==> config.mk <==
export PLATFORM = sky130hd
export DESIGN_NAME = ram_arbiter
export DESIGN_NICKNAME = d
export VERILOG_FILES = /design/src/rtl/ram_arbiter.sv
export SDC_FILE = /design/constraint.sdc
export NUM_CORES = 1
export LEC_CHECK = 0
export ABC_AREA = 1
export CAP_MARGIN = 20
export CORE_MARGIN = 8
export CORE_UTILIZATION = 46
export CTS_CLUSTER_SIZE = 24
export DETAILED_ROUTE_END_ITERATION = 8
export GPL_ROUTABILITY_DRIVEN = 0
export PLACE_DENSITY = 0.93
export RECOVER_POWER = 25
export SETUP_SLACK_MARGIN = 0.1
export SLEW_MARGIN = 25
export SYNTH_ARGS = -nofsm -noshare
export SYNTH_HDL_FRONTEND = slang
export SYNTH_SLANG_ARGS = --single-unit
export TNS_END_PERCENT = 10
==> constraint.sdc <==
create_clock -name clk -period 2.3 [get_ports clk]
set_clock_uncertainty 0.05 [all_clocks]
set_input_delay 0.46 -clock clk [delete_from_list [all_inputs] [get_ports clk]]
set_output_delay 0.46 -clock clk [all_outputs]
set_load 0.02 [all_outputs]
==> src/rtl/ram_arbiter.sv <==
// Two-port round-robin arbiter in front of a single-port synchronous RAM.
// Each access is a registered IDLE -> ISSUE (-> RWAIT) -> IDLE sequence.
module ram_arbiter #(
    parameter int unsigned DEP   = 32,
    parameter int unsigned WID_D = 4,
    parameter int unsigned WID_A = 5
) (
    input  logic             clk,
    input  logic             rst,
    input  logic             req_a,
    input  logic             req_b,
    input  logic             wr_a,
    input  logic             wr_b,
    input  logic [WID_A-1:0] addr_a,
    input  logic [WID_A-1:0] addr_b,
    input  logic [WID_D-1:0] din_a,
    input  logic [WID_D-1:0] din_b,
    output logic             gnt_a,
    output logic             gnt_b,
    output logic             rvalid_a,
    output logic             rvalid_b,
    output logic [WID_D-1:0] dout_a,
    output logic [WID_D-1:0] dout_b,
    output logic             mem_cs,
    output logic             mem_we,
    output logic [WID_A-1:0] mem_addr,
    output logic [WID_D-1:0] mem_wdata,
    input  logic [WID_D-1:0] mem_rdata,
    output logic             busy,
    output logic [7:0]       conflict_cnt
);

    if (DEP > (32'd1 << WID_A)) begin : g_dep_check
        $error("ram_arbiter: DEP exceeds the address range of WID_A");
    end

    typedef enum logic [1:0] {
        S_IDLE,
        S_ISSUE,
        S_RWAIT
    } state_t;

    state_t           state_q;
    logic             last_b_q;
    logic             port_b_q;
    logic [7:0]       cnt_q;
    logic             gnt_a_q;
    logic             gnt_b_q;
    logic             rvalid_a_q;
    logic             rvalid_b_q;
    logic [WID_D-1:0] dout_a_q;
    logic [WID_D-1:0] dout_b_q;
    logic             mem_cs_q;
    logic             mem_we_q;
    logic [WID_A-1:0] mem_addr_q;
    logic [WID_D-1:0] mem_wdata_q;
    logic             busy_q;

    logic             both_req;
    logic             win_b;
    logic             sel_wr;
    logic [WID_A-1:0] sel_addr;
    logic [WID_D-1:0] sel_din;

    // On a tie the port that did not win last time gets the grant.
    always_comb begin
        both_req = req_a & req_b;
        win_b    = both_req ? ~last_b_q : req_b;
        sel_wr   = win_b ? wr_b   : wr_a;
        sel_addr = win_b ? addr_b : addr_a;
        sel_din  = win_b ? din_b  : din_a;
    end

    always_ff @(posedge clk or posedge rst) begin
        if (rst) begin
            state_q     <= S_IDLE;
            last_b_q    <= 1'b1;
            port_b_q    <= 1'b0;
            cnt_q       <= '0;
            gnt_a_q     <= 1'b0;
            gnt_b_q     <= 1'b0;
            rvalid_a_q  <= 1'b0;
            rvalid_b_q  <= 1'b0;
            dout_a_q    <= '0;
            dout_b_q    <= '0;
            mem_cs_q    <= 1'b0;
            mem_we_q    <= 1'b0;
            mem_addr_q  <= '0;
            mem_wdata_q <= '0;
            busy_q      <= 1'b0;
        end else begin
            gnt_a_q     <= 1'b0;
            gnt_b_q     <= 1'b0;
            rvalid_a_q  <= 1'b0;
            rvalid_b_q  <= 1'b0;
            mem_cs_q    <= 1'b0;
            mem_we_q    <= 1'b0;
            mem_addr_q  <= '0;
            mem_wdata_q <= '0;
            unique case (state_q)
                S_IDLE: begin
                    if (req_a | req_b) begin
                        state_q     <= S_ISSUE;
                        busy_q      <= 1'b1;
                        gnt_a_q     <= ~win_b;
                        gnt_b_q     <= win_b;
                        mem_cs_q    <= 1'b1;
                        mem_we_q    <= sel_wr;
                        mem_addr_q  <= sel_addr;
                        mem_wdata_q <= sel_din;
                        port_b_q    <= win_b;
                        last_b_q    <= win_b;
                        if (both_req && (cnt_q != 8'hFF)) begin
                            cnt_q <= cnt_q + 8'd1;
                        end
                    end
                end
                S_ISSUE: begin
                    // mem_we_q still holds the latched direction of this access
                    if (mem_we_q) begin
                        state_q <= S_IDLE;
                        busy_q  <= 1'b0;
                    end else begin
                        state_q <= S_RWAIT;
                    end
                end
                S_RWAIT: begin
                    if (port_b_q) begin
                        dout_b_q   <= mem_rdata;
                        rvalid_b_q <= 1'b1;
                    end else begin
                        dout_a_q   <= mem_rdata;
                        rvalid_a_q <= 1'b1;
                    end
                    state_q <= S_IDLE;
                    busy_q  <= 1'b0;
                end
                default: begin
                    state_q <= S_IDLE;
                    busy_q  <= 1'b0;
                end
            endcase
        end
    end

    assign gnt_a        = gnt_a_q;
    assign gnt_b        = gnt_b_q;
    assign rvalid_a     = rvalid_a_q;
    assign rvalid_b     = rvalid_b_q;
    assign dout_a       = dout_a_q;
    assign dout_b       = dout_b_q;
    assign mem_cs       = mem_cs_q;
    assign mem_we       = mem_we_q;
    assign mem_addr     = mem_addr_q;
    assign mem_wdata    = mem_wdata_q;
    assign busy         = busy_q;
    assign conflict_cnt = cnt_q;

endmodule

Word level (Yosys, flattened, before mapping):

Index checks and enable logic that the tools add are counted.
W data, S select, Z words.

* flip-flop bits (word level): 36
* bits in latches: 0
* memory bits (writable): 0
* memory bits (read-only): 0
* input port bits: 28
* output and inout port bits: 32
* logic and storage cells: 59
* memories kept: 0

* $add $sub $neg: 1
* multiply operators: 0
* divide/modulo/power cells: 0
* magnitude comparators: 0
* eq/ne operators: 5
* shift-type cells: 0
* multiplexer cells: 26
* bitwise logic cells: 5
* reduce and logical (&&, ||, !) cells: 7

Operators by type and width (number)
* $mux W1: 16
* $mux W5: 3
* $mux W4: 3
* $add A8 B1 Y8 const B: 1
* $ne A8 B8 Y1 const B: 1
* $reduce_and A2 Y1: 4
* $mux W2: 2
* $ne A2 B2 Y1 const B: 2
* $pmux W2 S2: 1
* $not A1 Y1: 3
* $reduce_and A3 Y1: 1
* $eq A2 B1 Y1 const B: 1
* $eq A2 B2 Y1 const B: 1
* $logic_not A2 Y1: 1
* $pmux W1 S2: 1
* $and A1 B1 Y1: 1
* $logic_and A1 B1 Y1: 1
* $or A1 B1 Y1: 1

Depth between registers and ports, before layout:

Gate-level depths: netlist (run 1).

* word-level depth: 5
* depth in mapped cells: 8
* mapped depth without buffers: 8

Least setup slack after synthesis (run 1):

No wires, ideal clock.

* path kind: register -> register
* start: register cnt_q[1] (netlist: conflict_cnt[1])
* end: register cnt_q[4] (netlist: conflict_cnt[4])
* setup time: 117 ps
* arrival: 1248 ps
* data required time: 2133 ps
* setup slack: 885 ps
* stages on the path, launching flop included: 9
* buffers on the path: 0
* clock period less this slack: 1415 ps
* path through: dfrtp_1 ha_1 nand2_2 nor2_4 nand2_4 nand2_8 inv_4 nand2_1 nand2_1

* longest elaborated chain between the ends: 3
* elaborated cells between the ends (all ways): 4
* those cells by class: add/sub: 1; eq/ne: 1; reduce/logical: 2

RTL lines
* start, declared: RTL line 46 `logic [7:0] cnt_q;`
* start signal, assigned: RTL line 114 `cnt_q <= cnt_q + 8'd1;`
* branches (longest 3 deep; another with $add A8 B1 Y8)

Parallel ways; which one is timed is not known.
A chain may end at the register's enable or synchronous reset.

Worst setup path after layout (run 1):

* start: register cnt_q[2] (netlist: conflict_cnt[2])
* end: output conflict_cnt[2]

RTL lines
* end, declared: RTL line 30 `output logic [7:0] conflict_cnt`

No word-level cell between the ends.

==> reports/summary.json, run 1 <==
{
  "clock_network": {
    "clock_insertion_delay_worst_skew_ns": 0.34,
    "cts.sink_count": 36,
    "postCtsSetupBuffers": 0,
    "cts_htree_levels": 2,
    "numCtsBuffers": 5,
    "tritoncts": "done",
    "post_cts_hold_buffer_count": 0,
    "max-clock-path-buffers": 2,
    "ctsResizeCount": 0,
    "worst_setup_hold_path_clk_slew_ns": 0.11,
    "cts.root.buffer_cell": "sky130_fd_sc_hd__clkbuf_4"
  },
  "sta": {
    "timing_hold_violations_final": 0,
    "slew_viol_final": 0,
    "grt_setup_unrepaired": "no",
    "setup_tns_ns": 0,
    "max_clock_freq_ghz": 0.502,
    "setup_viol": 0,
    "whs_ns": 0.410,
    "tightest_slew_ns": 0.854,
    "timing.final.crit_share_pct": 86.6,
    "time_the_final_worst_path_needs_with_i_o_delays_and_setup_ns": 1.99,
    "timing.slew.headroom_pct": 43.1
  },
  "final_layout": {
    "postLayoutCellArea_um2": 2240,
    "final_util_pct": 68.7,
    "post_route_cells_drive_above_1_share_pct": 8.47,
    "num-nets-final": 264,
    "synthToLayoutAreaGrowth_pct": 46.5,
    "diodes": 0,
    "most-common-layout-cells": "sky130_fd_sc_hd__nand2_1 (75), sky130_fd_sc_hd__clkdlybuf4s50_1 (58), sky130_fd_sc_hd__dfrtp_1 (35)",
    "mostFrequentLayoutCell": "sky130_fd_sc_hd__nand2_1",
    "fillCellCount": 274
  },
  "worst_setup_path": {
    "timing.critical_path.arrival_ns": 1.48,
    "required_time_worst_endpoint_ns": 1.79,
    "timing_worst_setup_path_type": "flip-flop to output port",
    "worstPathCellList": "clkdlybuf4s50_1",
    "count_of_buffer_and_inverter_cells_on_the_critical_path": 1,
    "cpLargestDelayFamily": "buffers and inverters",
    "critical_path.startpoint_type": "flip-flop",
    "critPathMaxFanout": 7,
    "worst_path_max_delay_cell": "sky130_fd_sc_hd__clkdlybuf4s50_1",
    "crit_path_end_kind": "output port",
    "crit_path_max_incr_delay_ns": 0.66
  },
  "yosys": {
    "postSynthCellCount": 170,
    "synth_seq_area_share_pct": 59.0,
    "synth.ff_latch_count": 36,
    "post_synth.cell_area_avg_um2": 8.99,
    "synthDistinctLibCells": 23,
    "synth_warnings": 0,
    "synth_nets": 199,
    "post_synth_instance_area_um2": 1530
  },
  "floorplanning": {
    "floorplan.io_pins": 60,
    "die_w_um": 73.7,
    "start_util_pct": 46.9,
    "die_height_um": 73.7,
    "die_area_um2": 5420,
    "coreArea_um2": 3260,
    "num_rows": 21
  },
  "routing": {
    "routed_wirelength_um": 3470,
    "drt_first_iter_violations": 112,
    "drc": 0,
    "drt.antenna.violating_nets": 0,
    "route.vias.total": 1295,
    "via_per_inst": 4.59,
    "wire_per_inst_um": 12.3,
    "drt_pass1_iterations": 4
  },
  "pwr": {
    "cell_pwr_density_nw_per_um2": 1160,
    "ir_worst_vdd_v": 0.000516,
    "leakagePower_nw": 1.12
  },
  "grt": {
    "first_global_vias": 1289,
    "global_route_wire_length_before_repair_um": 5690,
    "antenna_found_initial": 0,
    "grt_max_degree": 37,
    "grtUsageTotal_pct": 13.9,
    "globalRoute.totalOverflow": 0
  },
  "min_path": {
    "hold_path_class": "flip-flop to flip-flop"
  },
  "run": {
    "cap_violations": 0
  },
  "place": {
    "place_hpwl_um": 2690,
    "io_buffers": 59,
    "placement.cell_area_um2": 2170
  },
  "run_status": {
    "outcome": "finished clean"
  }
}
-- path summary, 6_finish.rpt --
path,startpoint,end,slack [ns],cells after the start
min reg2reg,mem_we$_DFF_PP0_,state_q[1]$_DFFE_PP0P_,0.41,1
max,conflict_cnt[2]$_DFFE_PP0P_,conflict_cnt[2],0.31,1
max reg2reg,state_q[1]$_DFFE_PP0P_,mem_we$_DFF_PP0_,0.89,5
min,mem_we$_DFF_PP0_,state_q[1]$_DFFE_PP0P_,0.41,1
min in group asynchronous,rst,conflict_cnt[4]$_DFFE_PP0P_,0.75,3
max in group asynchronous,rst,mem_addr[1]$_DFF_PP0_,0.91,3
-- metrics by stage --
stage	worst slack (ns)	total power, W	cells
floorplan	0.885	0.00163	170
finish	0.308	0.00260	282
global route	0.228	0.00276	282
detailed placement	0.442	0.00220	274
global placement	0.507	0.00216	274
CTS	0.280	0.00263	282
-- logic make-up after synthesis --
group	synth area share [%]
and+or+nand+nor	26.8
AOI/OAI and AO/OA	5.40
DFF	59.0
adders and majority gates	0.818
xor gates and xnor gates	1.72
buffers and inverters	6.30
-- synth_stat cells --
cell type | count | area [µm²]
sky130_fd_sc_hd__nand2_4 | 1 | 11.3
sky130_fd_sc_hd__nand2_8 | 1 | 20.0
sky130_fd_sc_hd__nand2_1 | 75 | 282
sky130_fd_sc_hd__nor2_2 | 1 | 6.26
sky130_fd_sc_hd__inv_1 | 18 | 67.6
sky130_fd_sc_hd__nor3_1 | 1 | 5.00
sky130_fd_sc_hd__xor2_1 | 2 | 17.5
sky130_fd_sc_hd__buf_4 | 1 | 7.51
sky130_fd_sc_hd__inv_2 | 1 | 3.75
sky130_fd_sc_hd__a21oi_2 | 1 | 8.76
sky130_fd_sc_hd__ha_1 | 1 | 12.5
sky130_fd_sc_hd__dfstp_2 | 1 | 26.3
sky130_fd_sc_hd__o21ai_1 | 1 | 5.00
sky130_fd_sc_hd__dfrtp_1 | 35 | 876
sky130_fd_sc_hd__nand2_2 | 1 | 6.26
sky130_fd_sc_hd__buf_6 | 1 | 11.3
sky130_fd_sc_hd__nand3_1 | 6 | 30.0
sky130_fd_sc_hd__nor2_4 | 3 | 33.8
sky130_fd_sc_hd__o21ai_2 | 1 | 8.76
sky130_fd_sc_hd__inv_4 | 1 | 6.26
sky130_fd_sc_hd__o21ai_0 | 12 | 60.1
sky130_fd_sc_hd__nor2_1 | 4 | 15.0
sky130_fd_sc_hd__xnor2_1 | 1 | 8.76
-- layout make-up --
class	instances	area, µm²	share of cell area [%]
multi-input cells	112	531	23.7
well taps	46	57.6	2.57
repair buffers	60	596	26.6
clock buffers	6	41.3	1.84
flip-flops and latches	36	902	40.3
clock inverters	2	35.0	1.56
inverters	20	77.6	3.46
-- sequential cells by signal, indices dropped and copies added (netlist names) --
signal        cells
busy              1
conflict_cnt      8
dout_a            4
dout_b            4
gnt_a             1
gnt_b             1
last_b_q          1
mem_addr          5
mem_cs            1
mem_wdata         4
mem_we            1
port_b_q          1
rvalid_a          1
rvalid_b          1
state_q           2
-- metal layers --
layer / track usage, % / wire [µm] / part of all wire (%)
met1: 14.5 / 1400 / 40
met2: 23.5 / 1710 / 49
met3: 4.37 / 283 / 8.1
met4: 8.65 / 80 / 2.3
met5: 0 / 0 / 0
-- report_power, final --
part | internal, W | switching [W] | total (W)
logic | 0.000517 | 0.000630 | 0.00115
clock network | 0.000228 | 0.000202 | 0.000430
registers | 0.000873 | 0.000146 | 0.00102
total | 0.00162 | 0.000978 | 0.00260
(Power assumes the default switching activity.)
==> run 2, diff against run 1 <==
--- a/config.mk
+++ b/config.mk
@@ -7,8 +7,9 @@
 export LEC_CHECK = 0
 export ABC_AREA = 1
 export CAP_MARGIN = 20
-export CORE_MARGIN = 8
+export CORE_MARGIN = 2
 export CORE_UTILIZATION = 46
+export CTS_CLUSTER_DIAMETER = 80
 export CTS_CLUSTER_SIZE = 24
 export DETAILED_ROUTE_END_ITERATION = 8
 export GPL_ROUTABILITY_DRIVEN = 0
==> run 2 against run 1 <==
First-iteration DRC count fell by 65%. Non-clock buffer count did not move. Core utilization rose by 2.8 points. Cell area fell by 0.89%. Via count rose by 1.5%. Fmax rose by 0.50%. Count of clock-buffer cells in the layout rose by 2. Die area fell by 30%. Critical endpoint unchanged. Highest routed layer unchanged.
==> reports/summary.json, run 2 (synthesis gave the netlist of run 1 again) <==
{
  "run_status": {
    "outcome": "finished clean"
  },
  "sta": {
    "tightest_slew_ns": 0.845,
    "timing_hold_violations_final": 0,
    "timing.final.crit_share_pct": 86.2,
    "setup_tns_ns": 0,
    "time_the_final_worst_path_needs_with_i_o_delays_and_setup_ns": 1.98,
    "timing.slew.headroom_pct": 43.7,
    "max_clock_freq_ghz": 0.504,
    "slew_viol_final": 0,
    "setup_viol": 0,
    "grt_setup_unrepaired": "no"
  },
  "worst_setup_path": {
    "startpoint": "conflict_cnt[2]$_DFFE_PP0P_",
    "crit_path_max_incr_delay_ns": 0.65,
    "worst_setup_slack_for_register_to_register_paths_ns": 0.91,
    "timing.critical_path.arrival_ns": 1.47,
    "worstPathCellList": "clkdlybuf4s50_1",
    "timing_worst_setup_path_type": "flip-flop to output port",
    "worst_path_max_delay_cell": "sky130_fd_sc_hd__clkdlybuf4s50_1",
    "cpLargestDelayFamily": "buffers and inverters",
    "count_of_buffer_and_inverter_cells_on_the_critical_path": 1,
    "critical_path.startpoint_type": "flip-flop",
    "crit_path_end_kind": "output port",
    "rr_endpoint": "conflict_cnt[4]$_DFFE_PP0P_",
    "required_time_worst_endpoint_ns": 1.79,
    "critical_path.reg2reg.startpoint": "conflict_cnt[1]$_DFFE_PP0P_",
    "critPathMaxFanout": 7,
    "worst-r2r-cell-count": 8
  },
  "min_path": {
    "min_delay_path_depth": 2,
    "timing.hold.worst.start": "last_b_q$_DFFE_PP1P_",
    "hold_path_class": "flip-flop to flip-flop",
    "hold_end": "last_b_q$_DFFE_PP1P_"
  },
  "clock_network": {
    "cts_htree_levels": 2,
    "ctsResizeCount": 0,
    "max-clock-path-buffers": 2,
    "cts.sink_count": 36,
    "clock_insertion_delay_worst_skew_ns": 0.34,
    "post_cts_hold_buffer_count": 0,
    "tritoncts": "done",
    "cts.root.buffer_cell": "sky130_fd_sc_hd__clkbuf_4",
    "postCtsSetupBuffers": 0,
    "worst_setup_hold_path_clk_slew_ns": 0.10,
    "numCtsBuffers": 5
  },
  "pwr": {
    "cell_pwr_density_nw_per_um2": 1130,
    "switching_share_pct": 38.6,
    "power_frac_clock_pct": 13.9,
    "power.internal_w": 0.00154,
    "leakagePower_nw": 1.11,
    "netSwitchingPower_w": 0.000969,
    "ir_worst_vdd_v": 0.000518,
    "power_frac_comb_pct": 45.7,
    "power.share.sequential_pct": 40.4,
    "power.total_w": 0.00251
  },
  "final_layout": {
    "num-nets-final": 264,
    "mostFrequentLayoutCell": "sky130_fd_sc_hd__nand2_1",
    "largest_reg_flops": 8,
    "diodes": 0,
    "post_route_cells_drive_above_1_share_pct": 8.05,
    "synthToLayoutAreaGrowth_pct": 45.2,
    "fillCellCount": 254,
    "most-common-layout-cells": "sky130_fd_sc_hd__nand2_1 (75), sky130_fd_sc_hd__clkdlybuf4s50_1 (58), sky130_fd_sc_hd__dfrtp_1 (35)"
  },
  "grt": {
    "globalRoute.totalOverflow": 0,
    "global_route_wire_length_before_repair_um": 5280,
    "grt_max_degree": 37,
    "grtUsageTotal_pct": 19.9,
    "antenna_found_initial": 0,
    "first_global_vias": 1247
  },
  "place": {
    "place_hpwl_um": 2460,
    "io_buffers": 59
  },
  "floorplanning": {
    "num_rows": 20,
    "die_w_um": 61.7,
    "coreArea_um2": 3100,
    "floorplan.io_pins": 60,
    "start_util_pct": 49.3,
    "die_height_um": 61.7,
    "die_area_um2": 3800
  },
  "routing": {
    "route.vias.total": 1314,
    "via_per_inst": 4.69,
    "wire_per_inst_um": 11.6,
    "drt.antenna.violating_nets": 0,
    "routed_wirelength_um": 3230,
    "drt_pass1_iterations": 4,
    "drc": 0,
    "drt_first_iter_violations": 39
  },
  "run": {
    "cap_violations": 0
  }
}
run 2: cell count changes in the layout (fill, tap and decap cells not counted):
cell,change
sky130_fd_sc_hd__clkbuf_1,+1
sky130_fd_sc_hd__bufinv_16,-1
sky130_fd_sc_hd__clkbuf_8,+1
sky130_fd_sc_hd__clkinv_2,-1
run 2: power groups by stage:
stage | sequential, W | combinational, W | clock [W]
floorplan | 0.00127 | 0.000362 | 0
global placement | 0.00102 | 0.00112 | 0
detailed placement | 0.00103 | 0.00116 | 0
CTS | 0.00101 | 0.00116 | 0.000359
global route | 0.00105 | 0.00125 | 0.000382
finish | 0.00101 | 0.00115 | 0.000349
run 2: area by class of cell:
class	instances	area [µm²]	area share, %
clock buffer	8	58.8	2.65
inverter	20	77.6	3.49
multi-input combinational	112	531	23.9
sequential	36	902	40.6
tap	44	55.1	2.48
timing repair buffer	60	596	26.8
run 2: metrics by stage:
step	hold WS [ns]	instance area [µm²]	std cells	utilization (%)	worst slack [ns]
2_1_floorplan	0.401	1530	170	-	0.885
3_3_place_gp	0.415	2160	272	69.7	0.515
3_5_place_dp	0.417	2160	272	69.7	0.453
4_1_cts	0.432	2220	280	71.6	0.292
5_1_grt	0.449	2220	280	71.5	0.219
6_report	0.429	2220	280	71.5	0.318
run 2: how the worst max path moves through the flow:
stage	endpoint	slack (ns)	cells past startpoint
after detailed placement	mem_wdata[0]$_DFF_PP0_	0.45	7
after CTS	conflict_cnt[2]	0.29	1
after floorplan	conflict_cnt[4]$_DFFE_PP0P_	0.89	8
after global routing	conflict_cnt[2]	0.22	1
final	conflict_cnt[2]	0.32	1
after global placement	mem_we$_DFF_PP0_	0.51	7
run 2: layer usage:
layer / GRT usage [%] / vias up / share of wire, %
li1: - / 648 / -
met3: 6.72 / 9 / 6.7
met4: 11.9 / 0 / 2.9
met1: 21.2 / 610 / 38
met5: 0 / - / 0
met2: 34.0 / 47 / 53
